<file path="src/rtl/fifo_wr_sched_pkg.sv">
// Shared types and constants for the FIFO write-side scheduler.
package fifo_sched_pkg;

  typedef enum logic [1:0] {
    RST_ASSERT = 2'd0,
    RST_WAIT   = 2'd1,
    RUN        = 2'd2
  } sched_state_e;

  localparam int RST_WAIT_GUARD = 2;

  // Smallest r with 2**r >= v; evaluated at elaboration time.
  function automatic int clog2(input int v);
    int r;
    r = 0;
    for (int i = 0; i < 31; i++) begin
      if ((32'sd1 <<< i) < v) r = i + 1;
    end
    return r;
  endfunction

endpackage

</file>
<file path="src/rtl/fifo_wr_sched_if.sv">
// Producer and FIFO write-port signals seen by the scheduler.
interface fifo_wr_sched_if #(
  parameter int NUM_REQ = 4,
  parameter int DATA_W  = 32,
  parameter int IDX_W   = fifo_sched_pkg::clog2(NUM_REQ)
);
  logic [NUM_REQ-1:0]        req;
  logic [NUM_REQ*DATA_W-1:0] req_data;
  logic                      flush;
  logic [NUM_REQ-1:0]        gnt;
  logic [IDX_W-1:0]          gnt_idx;
  logic                      ready;
  logic                      fifo_srst;
  logic [DATA_W-1:0]         fifo_din;
  logic                      fifo_wr_en;
  logic                      fifo_full;
  logic                      fifo_wr_rst_busy;
  logic                      fifo_rd_rst_busy;

  modport slave (
    input  req, req_data, flush, fifo_full, fifo_wr_rst_busy, fifo_rd_rst_busy,
    output gnt, gnt_idx, ready, fifo_srst, fifo_din, fifo_wr_en
  );

  modport master (
    output req, req_data, flush, fifo_full, fifo_wr_rst_busy, fifo_rd_rst_busy,
    input  gnt, gnt_idx, ready, fifo_srst, fifo_din, fifo_wr_en
  );
endinterface

</file>
<file path="src/rtl/fifo_wr_sched_rr_pick.sv">
// Combinational round-robin picker: rotate requests by the pointer,
// take the lowest set bit, rotate the index back.
module rr_pick import fifo_sched_pkg::*; #(
  parameter int NUM_REQ = 4,
  parameter int IDX_W   = clog2(NUM_REQ)
) (
  input  logic [NUM_REQ-1:0] req_i,
  input  logic [IDX_W-1:0]   rr_ptr_i,
  input  logic               en_i,
  output logic [NUM_REQ-1:0] gnt_o,
  output logic [IDX_W-1:0]   gnt_idx_o
);

  logic [2*NUM_REQ-1:0] dbl_s;
  logic [NUM_REQ-1:0]   rot_s;
  logic [IDX_W-1:0]     pos_s;
  logic                 found_s;
  logic [IDX_W:0]       sum_s;

  // Rotated priority search and back-rotation of the winning index.
  always_comb begin
    dbl_s   = {req_i, req_i} >> rr_ptr_i;
    rot_s   = dbl_s[NUM_REQ-1:0];
    pos_s   = '0;
    found_s = 1'b0;
    for (int i = NUM_REQ - 1; i >= 0; i--) begin
      if (rot_s[i]) begin
        pos_s   = IDX_W'(i);
        found_s = 1'b1;
      end
    end
    sum_s = {1'b0, pos_s} + {1'b0, rr_ptr_i};
    if (sum_s >= (IDX_W+1)'(NUM_REQ)) begin
      sum_s = sum_s - (IDX_W+1)'(NUM_REQ);
    end else begin
      sum_s = sum_s;
    end
    if (en_i && found_s) begin
      gnt_idx_o = sum_s[IDX_W-1:0];
      gnt_o     = {{(NUM_REQ-1){1'b0}}, 1'b1} << sum_s[IDX_W-1:0];
    end else begin
      gnt_idx_o = '0;
      gnt_o     = '0;
    end
  end

endmodule

</file>
<file path="src/rtl/fifo_wr_sched.sv">
// FIFO write-port scheduler: reset/flush sequencing of the FIFO and
// round-robin sharing of its write port among NUM_REQ producers.
module fifo_wr_sched import fifo_sched_pkg::*; #(
  parameter int NUM_REQ    = 4,
  parameter int DATA_W     = 32,
  parameter int RST_CYCLES = 4,
  parameter int IDX_W      = clog2(NUM_REQ)
) (
  input logic            clk,
  input logic            srst_n,
  fifo_wr_sched_if.slave bus
);

  localparam int CNT_W = clog2(RST_CYCLES + RST_WAIT_GUARD + 1);

  sched_state_e       state_q, state_d;
  logic [CNT_W-1:0]   cnt_q, cnt_d;
  logic [IDX_W-1:0]   rr_ptr_q, rr_ptr_d;
  logic               ready_q, fifo_srst_q;
  logic               grant_en_s;
  logic [NUM_REQ-1:0] gnt_s;
  logic [IDX_W-1:0]   gnt_idx_s;
  logic [DATA_W-1:0]  din_s;

  // srst_n gates the grant directly so an in-flight write dies with reset.
  assign grant_en_s = srst_n && (state_q == RUN) && !bus.fifo_full && !bus.flush;

  rr_pick #(.NUM_REQ(NUM_REQ), .IDX_W(IDX_W)) u_pick (
    .req_i     (bus.req),
    .rr_ptr_i  (rr_ptr_q),
    .en_i      (grant_en_s),
    .gnt_o     (gnt_s),
    .gnt_idx_o (gnt_idx_s)
  );

  // Winner data mux; zero when nothing is granted.
  always_comb begin
    din_s = '0;
    for (int i = 0; i < NUM_REQ; i++) begin
      if (gnt_s[i]) begin
        din_s = bus.req_data[i*DATA_W +: DATA_W];
      end else begin
        din_s = din_s;
      end
    end
  end

  // Reset/flush sequencing next state.
  always_comb begin
    state_d = state_q;
    cnt_d   = cnt_q;
    case (state_q)
      RST_ASSERT: begin
        if (cnt_q == CNT_W'(RST_CYCLES - 1)) begin
          state_d = RST_WAIT;
          cnt_d   = '0;
        end else begin
          cnt_d = cnt_q + CNT_W'(1);
        end
      end
      RST_WAIT: begin
        if (cnt_q < CNT_W'(RST_WAIT_GUARD)) begin
          cnt_d = cnt_q + CNT_W'(1);
        end else if (!bus.fifo_wr_rst_busy && !bus.fifo_rd_rst_busy) begin
          state_d = RUN;
          cnt_d   = '0;
        end else begin
          cnt_d = cnt_q;
        end
      end
      RUN: begin
        if (bus.flush) begin
          state_d = RST_ASSERT;
          cnt_d   = '0;
        end else begin
          state_d = RUN;
        end
      end
      default: begin
        state_d = RST_ASSERT;
        cnt_d   = '0;
      end
    endcase
  end

  // Round-robin pointer next state.
  always_comb begin
    rr_ptr_d = rr_ptr_q;
    if ((state_q == RUN) && bus.flush) begin
      rr_ptr_d = '0;
    end else if (|gnt_s) begin
      if (gnt_idx_s == IDX_W'(NUM_REQ - 1)) begin
        rr_ptr_d = '0;
      end else begin
        rr_ptr_d = gnt_idx_s + IDX_W'(1);
      end
    end else begin
      rr_ptr_d = rr_ptr_q;
    end
  end

  // State, counter, pointer and registered status outputs.
  always_ff @(posedge clk) begin
    if (!srst_n) begin
      state_q     <= RST_ASSERT;
      cnt_q       <= '0;
      rr_ptr_q    <= '0;
      ready_q     <= 1'b0;
      fifo_srst_q <= 1'b1;
    end else begin
      state_q     <= state_d;
      cnt_q       <= cnt_d;
      rr_ptr_q    <= rr_ptr_d;
      ready_q     <= (state_d == RUN);
      fifo_srst_q <= (state_d == RST_ASSERT);
    end
  end

  assign bus.gnt        = gnt_s;
  assign bus.gnt_idx    = gnt_idx_s;
  assign bus.fifo_wr_en = |gnt_s;
  assign bus.fifo_din   = din_s;
  assign bus.ready      = ready_q;
  assign bus.fifo_srst  = fifo_srst_q;

endmodule

</file>
<file path="src/flat_wrapper.sv">
// flat-port wrapper written by rule: the top's interface ports become plain ports
module fifo_wr_sched_flat import fifo_sched_pkg::*;
#(
  parameter int NUM_REQ    = 4,
  parameter int DATA_W     = 32,
  parameter int RST_CYCLES = 4,
  parameter int IDX_W      = clog2(NUM_REQ)
)
  (clk, srst_n, bus_req, bus_req_data, bus_flush, bus_fifo_full, bus_fifo_wr_rst_busy, bus_fifo_rd_rst_busy, bus_gnt, bus_gnt_idx, bus_ready, bus_fifo_srst, bus_fifo_din, bus_fifo_wr_en);
  fifo_wr_sched_if #(.NUM_REQ(NUM_REQ), .DATA_W(DATA_W), .IDX_W(IDX_W)) bus_i ();
  input logic clk;
  input logic srst_n;
  input wire logic [$bits(bus_i.req)-1:0] bus_req;
  input wire logic [$bits(bus_i.req_data)-1:0] bus_req_data;
  input wire logic [$bits(bus_i.flush)-1:0] bus_flush;
  input wire logic [$bits(bus_i.fifo_full)-1:0] bus_fifo_full;
  input wire logic [$bits(bus_i.fifo_wr_rst_busy)-1:0] bus_fifo_wr_rst_busy;
  input wire logic [$bits(bus_i.fifo_rd_rst_busy)-1:0] bus_fifo_rd_rst_busy;
  output wire logic [$bits(bus_i.gnt)-1:0] bus_gnt;
  output wire logic [$bits(bus_i.gnt_idx)-1:0] bus_gnt_idx;
  output wire logic [$bits(bus_i.ready)-1:0] bus_ready;
  output wire logic [$bits(bus_i.fifo_srst)-1:0] bus_fifo_srst;
  output wire logic [$bits(bus_i.fifo_din)-1:0] bus_fifo_din;
  output wire logic [$bits(bus_i.fifo_wr_en)-1:0] bus_fifo_wr_en;
  assign bus_i.req = bus_req;
  assign bus_i.req_data = bus_req_data;
  assign bus_i.flush = bus_flush;
  assign bus_i.fifo_full = bus_fifo_full;
  assign bus_i.fifo_wr_rst_busy = bus_fifo_wr_rst_busy;
  assign bus_i.fifo_rd_rst_busy = bus_fifo_rd_rst_busy;
  assign bus_gnt = bus_i.gnt;
  assign bus_gnt_idx = bus_i.gnt_idx;
  assign bus_ready = bus_i.ready;
  assign bus_fifo_srst = bus_i.fifo_srst;
  assign bus_fifo_din = bus_i.fifo_din;
  assign bus_fifo_wr_en = bus_i.fifo_wr_en;
  fifo_wr_sched #(.NUM_REQ(NUM_REQ), .DATA_W(DATA_W), .RST_CYCLES(RST_CYCLES), .IDX_W(IDX_W)) u_core (.clk(clk), .srst_n(srst_n), .bus(bus_i));
endmodule
</file>
<file path="config.mk">
export PLATFORM = sky130hd
export DESIGN_NAME = fifo_wr_sched_flat
export DESIGN_NICKNAME = d
export VERILOG_FILES = /design/src/rtl/fifo_wr_sched_pkg.sv /design/src/rtl/fifo_wr_sched_if.sv /design/src/rtl/fifo_wr_sched_rr_pick.sv /design/src/rtl/fifo_wr_sched.sv /design/src/flat_wrapper.sv
export SDC_FILE = /design/constraint.sdc
export NUM_CORES = 1
export LEC_CHECK = 0
export BUFFER_PORTS_ARGS = -buffer_cell sky130_fd_sc_hd__buf_4
export CORE_ASPECT_RATIO = 1.2
export CORE_MARGIN = 2
export CORE_UTILIZATION = 34
export CTS_CLUSTER_DIAMETER = 120
export CTS_CLUSTER_SIZE = 25
export DETAILED_ROUTE_END_ITERATION = 6
export PLACE_DENSITY = 0.78
export SETUP_SLACK_MARGIN = 0.1
export SYNTH_ARGS = -nofsm -noshare
export SYNTH_HDL_FRONTEND = slang
export SYNTH_SLANG_ARGS = --single-unit
</file>
<file path="constraint.sdc">
create_clock -name clk -period 2.7 [get_ports clk]
set_input_delay 0.27 -clock clk [delete_from_list [all_inputs] [get_ports clk]]
set_output_delay 0.27 -clock clk [all_outputs]
set_load 0.1 [all_outputs]
</file>
### Word-level counts from Yosys, hierarchy flattened

Cells that the tools add are included.

| storage, ports and cells | value |
|---|---|
| register bits after elaboration | 9 |
| input bits | 138 |
| output and inout port bits | 41 |
| word-level logic and storage cells | 62 |

| cells by class | value |
|---|---|
| add/sub/neg operators | 4 |
| order comparisons | 2 |
| equal/unequal tests | 7 |
| shift operators | 2 |
| multiplexer cells | 26 |
| bitwise operators | 1 |
| reduce and logical (&&, ||, !) cells | 15 |

Operator list:

| cell | count |
|---|---|
| $mux W32 | 4 |
| $mux W2 | 11 |
| $mux W3 | 4 |
| $pmux W3 S3 | 1 |
| $shr A8 B2 Y4 | 1 |
| $eq A2 B2 Y1 const B | 3 |
| $logic_and A1 B1 Y1 | 6 |
| $pmux W2 S3 | 1 |
| $logic_not A1 Y1 | 4 |
| $logic_not A2 Y1 | 2 |
| $mux W1 | 4 |
| $mux W4 | 1 |
| $reduce_or A4 Y1 | 1 |
| $shl A1 B2 Y4 const A | 1 |
| $add A2 B2 Y3 | 1 |
| $add A3 B1 Y3 const B | 1 |
| $eq A3 B2 Y1 const B | 1 |
| $ge A3 B3 Y1 const B | 1 |
| $lt A3 B2 Y1 const B | 1 |
| $ne A3 B1 Y1 const B | 1 |
| $add A2 B1 Y2 const B | 1 |
| $eq A2 B1 Y1 const B | 1 |
| $ne A2 B2 Y1 const B | 1 |
| $reduce_and A2 Y1 | 1 |
| other kinds (3) | 3 |

### Logic depth before layout (Yosys ltp)

| logic depth | value |
|---|---|
| depth in word-level cells | 14 |
| gate-level depth with buffers | 15 |
| mapped depth without buffers | 12 |

### Cells and area by module

A second synthesis with hierarchy kept.

| second synthesis, totals | value |
|---|---|
| cell total of the unflattened synthesis | 251 |
| area, all modules | 2133.3 um2 |

By module, submodules not included:

| module | times used | cells each | area each (um2) | sequential area each (um2) |
|---|---|---|---|---|
| fifo_wr_sched | 1 | 209 | 1811.7 | 180.2 |
| rr_pick | 1 | 42 | 321.6 | 0.0 |

### Least setup slack after synthesis

OpenSTA, ideal clock, no wires.

| timing | value |
|---|---|
| kind | reg-to-output |
| start point | reg u_core.rr_ptr_q[0] |
| end point | out bus_fifo_din[31] |
| arrival | 6825 ps |
| data required time | 2430 ps |
| setup slack | -4395 ps |
| cell stages (with the launch flop) | 11 |
| cells stage by stage | dfxtp_1 > buf_2 > and3_1 > o21ai_0 > o211ai_1 > ha_1 > buf_2 > clkbuf_1 > clkbuf_1 > a211oi_1 > a2111oi_0 |

| between the ends | value |
|---|---|
| cells in the longest elaborated chain, start to end | 14 |

RTL lines:

| element | line | RTL |
|---|---|---|
| from (decl) | fifo_wr_sched.sv:18 | `logic [IDX_W-1:0] rr_ptr_q, rr_ptr_d;` |
| from (signal assigned) | fifo_wr_sched.sv:113 | `rr_ptr_q <= rr_ptr_d;` |
| $shr A8 B2 Y4 | fifo_wr_sched_rr_pick.sv:22 | `dbl_s = {req_i, req_i} >> rr_ptr_i;` |
| $mux W2 (4 in a row) | fifo_wr_sched_rr_pick.sv:27 | `if (rot_s[i]) begin` |
| $add A2 B2 Y3 | fifo_wr_sched_rr_pick.sv:32 | `sum_s = {1'b0, pos_s} + {1'b0, rr_ptr_i};` |
| $ge A3 B3 Y1 / $sub A2 B1 Y2 (equally long branches) | fifo_wr_sched_rr_pick.sv:33, fifo_wr_sched_rr_pick.sv:34 |  |
| $mux W2 | fifo_wr_sched_rr_pick.sv:33 | `if (sum_s >= (IDX_W+1)'(NUM_REQ)) begin` |
| $shl A1 B2 Y4 | fifo_wr_sched_rr_pick.sv:40 | `gnt_o = {{(NUM_REQ-1){1'b0}}, 1'b1} << sum_s[IDX_W-1:0];` |
| $mux W4 * | fifo_wr_sched_rr_pick.sv:38 | `if (en_i && found_s) begin` |
| $mux W32 (3 in a row) | fifo_wr_sched.sv:40 | `if (gnt_s[i]) begin` |
| $mux W32 * | fifo_wr_sched.sv:40 |  |
| to (decl) | flat_wrapper.sv:23 | `output wire logic [$bits(bus_i.fifo_din)-1:0] bus_fifo_din;` |

Mark *: on every way between the ends. The rest lies on a longest branch, timed or not.

### Worst setup path in the final report

| timing | value |
|---|---|
| start point | reg u_core.rr_ptr_q[0] |
| end point | out bus_fifo_din[13] |

Same word-level chain as after synthesis.

==> results.yml <==
drt:
  wl_um: 14760
  routedWlPerCell_um: 28.94
  drt-initial-drc-count: 306
  drc: 0
  first_pass_iters: 5
  ant_nets: 0
  vias: 3304
  vias_per_cell: 6.478
sta:
  finalMaxSlewViolations: 0
  worst_slew_pin_slew_ps: 567.6
  maxSlewHeadroom: 0.6187
  finalSetupViolCount: 34
  fin_skew_ps: 4.564
  clock.fmax_ghz: 0.3120
  rsz0062_at_grt: "true"
  hold_viol: 0
  fin_crit_sh: 1.187
  tns_ps: -13200
  min_period_ps: 3205
  setup_ws_ps: -505.3
finish:
  syn2layout_area_growth_pct: 156.6
  n_antenna_cell: 0
  post-route-cell-area_um2: 4974
  fillers: 222
  seqCellArea_um2: 183.9
  drive_above_1_share: 0.7309
  layout.nets: 590
  multi_input_area_um2: 2391
critical_path:
  crit_family: "compound AO/OA/AOI/OAI gates"
  crit_path_top_delay_cell: "a2111oi_4"
  path_depth: 9
  path_class: "register to output pin"
  arrival_ps: 2940
  critPathMaxStageDelay_ps: 420
  path_max_fanout: 8
  crit_chain: "buf_4 > o32ai_1 > a32oi_2 > xor2_4 > buf_12 > clkbuf_16 > mux2i_2 > a2111oi_4 > buf_6"
  worstRegToRegCells: 13
  path_buf_inv: 4
  startpoint_type: "register"
  worstSetupEndpointType: "output pin"
  worstPathRequired_ps: 2430
yosys:
  synth_edf_count: 0
  synth.distinct_cells: 40
  synthTopCellsByCount: "nor3_1, nor2b_1, mux2i_1, a211oi_1"
  synth.largest_area_cell: "mux2i_1"
  synth_fp_nets: 385
  ys_warn_count: 0
  synthCells: 242
  synth_seq_cells: 9
  ys.flop_type: "dfxtp_1"
  synth.area.top_cells: "mux2i_1, mux4_2, dfxtp_1, a211oi_1, nor2b_1"
  async_flop_share: 0
  ys_seq_area_frac: 0.09296
  yosysMostFrequentCell: "nor3_1"
  synthesis.area_um2: 1938
  avgSynthCellArea_um2: 8.009
  netlist.area_leader.share: 0.1188
placement:
  routabilityCongestion: 0.7964
  io_buffers: 178
  dp_hpwl_um: 7179
  placed_cell_area_um2: 4184
grt:
  first_global_vias: 3134
  grt.total_usage: 0.3626
  grt_pass1_wl_um: 17410
  overflow: 0
  grt_max_degree: 23
  grt_antenna_before_repair: 1
floorplanning:
  dieArea_um2: 6323
  core_area_um2: 5593
  io_pins: 179
  rows: 30
  die-width_um: 72.92
  start_util: 0.3465
  dieHeight_um: 86.71
clock_tree:
  clkTransAtPathRegs_ps: 50
  holdBufCountCts: 0
  clock-sinks: 9
  htreeDepth: 1
  clk-insertion-delay-late_ps: 240
  root_buffer: "clkbuf_8"
  clock_path_buffers: 2
  cts-buffers-inserted: 3
  tritoncts: "yes"
power:
  finalPower_w: 0.001027
  vdd_drop_max_mv: 0.2682
  power.leakage_nw: 1.895
  cellPowerDensity_nw_per_um2: 206.5
min_path:
  min_path_type: "primary input to register"
  holdPathStages: 2
status:
  violations: "negative setup slack"
  status: "complete, but fails checks"
run:
  drv_cap: 0
==> power breakdown <==
group | internal [W] | switching, W
clock | 0.000103 | 0.0000597
sequential | 0.000144 | 0.0000138
combinational | 0.000358 | 0.000347
==> metal layers <==
metal,up-vias,global-route usage,share of wire
met2,321,0.6066,0.47
met3,111,0.09419,0.12
met1,1529,0.4100,0.32
met4,0,0.2138,0.088
li1,1343,-,-
met5,-,0,0
==> cell type report <==
type                       count  area share
sequential                     9     0.03698
multi-input combinational    200      0.4808
timing repair buffer         227      0.4516
clock buffer                   4    0.009057
tap                           64     0.01610
inverter                       6    0.005535
==> registers in the layout (all words and copies together), names as in the netlist <==
| name | cells |
|---|---|
| u_core.cnt_q | 3 |
| u_core.rr_ptr_q | 2 |
| u_core.state_q | 2 |
| u_core.bus.ready | 1 |
| u_core.bus.fifo_srst | 1 |
==> kinds of logic (layout without fill, tap and decap cells) <==
kind of cell,Yosys count,count (layout),synth area share
simple gates,97,97,0.2673
compound gates,62,62,0.2783
mux,33,33,0.2350
buf+inv,33,237,0.07682
flops,9,9,0.09296
fa+ha+maj,5,5,0.03228
xor+xnor,3,3,0.01743
==> metrics by stage <==
step / setup slack (ps) / utilization / cells / hold slack [ps]
2_1_floorplan: -644.1 / - / 242 / 433.7
3_3_place_gp: -258.5 / 0.7481 / 492 / 520.0
3_5_place_dp: -304.0 / 0.7481 / 492 / 529.1
4_1_cts: -303.3 / 0.8550 / 508 / 282.3
5_1_grt: -564.6 / 0.8893 / 510 / 302.8
6_report: -505.3 / 0.8893 / 510 / 279.1
==> what timing repair did <==
action                     CTS  global route
setup endpoints to repair   37            40
cloned                       3             1
buffers inserted             9             2
pin swaps                   23            28
gates resized for setup     88            36
==> worst paths after layout <==
path | slack (ps) | start | to
setup / recovery | -510 | u_core.rr_ptr_q[0] | bus_fifo_din[13]
hold reg to reg | 530 | u_core.cnt_q[0] | u_core.cnt_q[0]
hold / removal | 280 | srst_n | u_core.bus.fifo_srst
setup reg to reg | 160 | u_core.rr_ptr_q[0] | u_core.rr_ptr_q[1]
==> placed cells by master, fill, tap and decap left out, types with 5 or more instances in the layout <==
cell type    n
buf_6       29
mux2i_4      7
mux2i_2     11
mux2i_1      5
a211oi_2     8
dfxtp_1      8
and2_4      10
buf_12      28
a2111oi_4   22
mux4_2      10
nor3_1      23
buf_4      165
nor2b_1     25
a211oi_1    12
nor2_1      13
a21oi_1      6
Note: power is estimated with default switching activity, not from simulation.
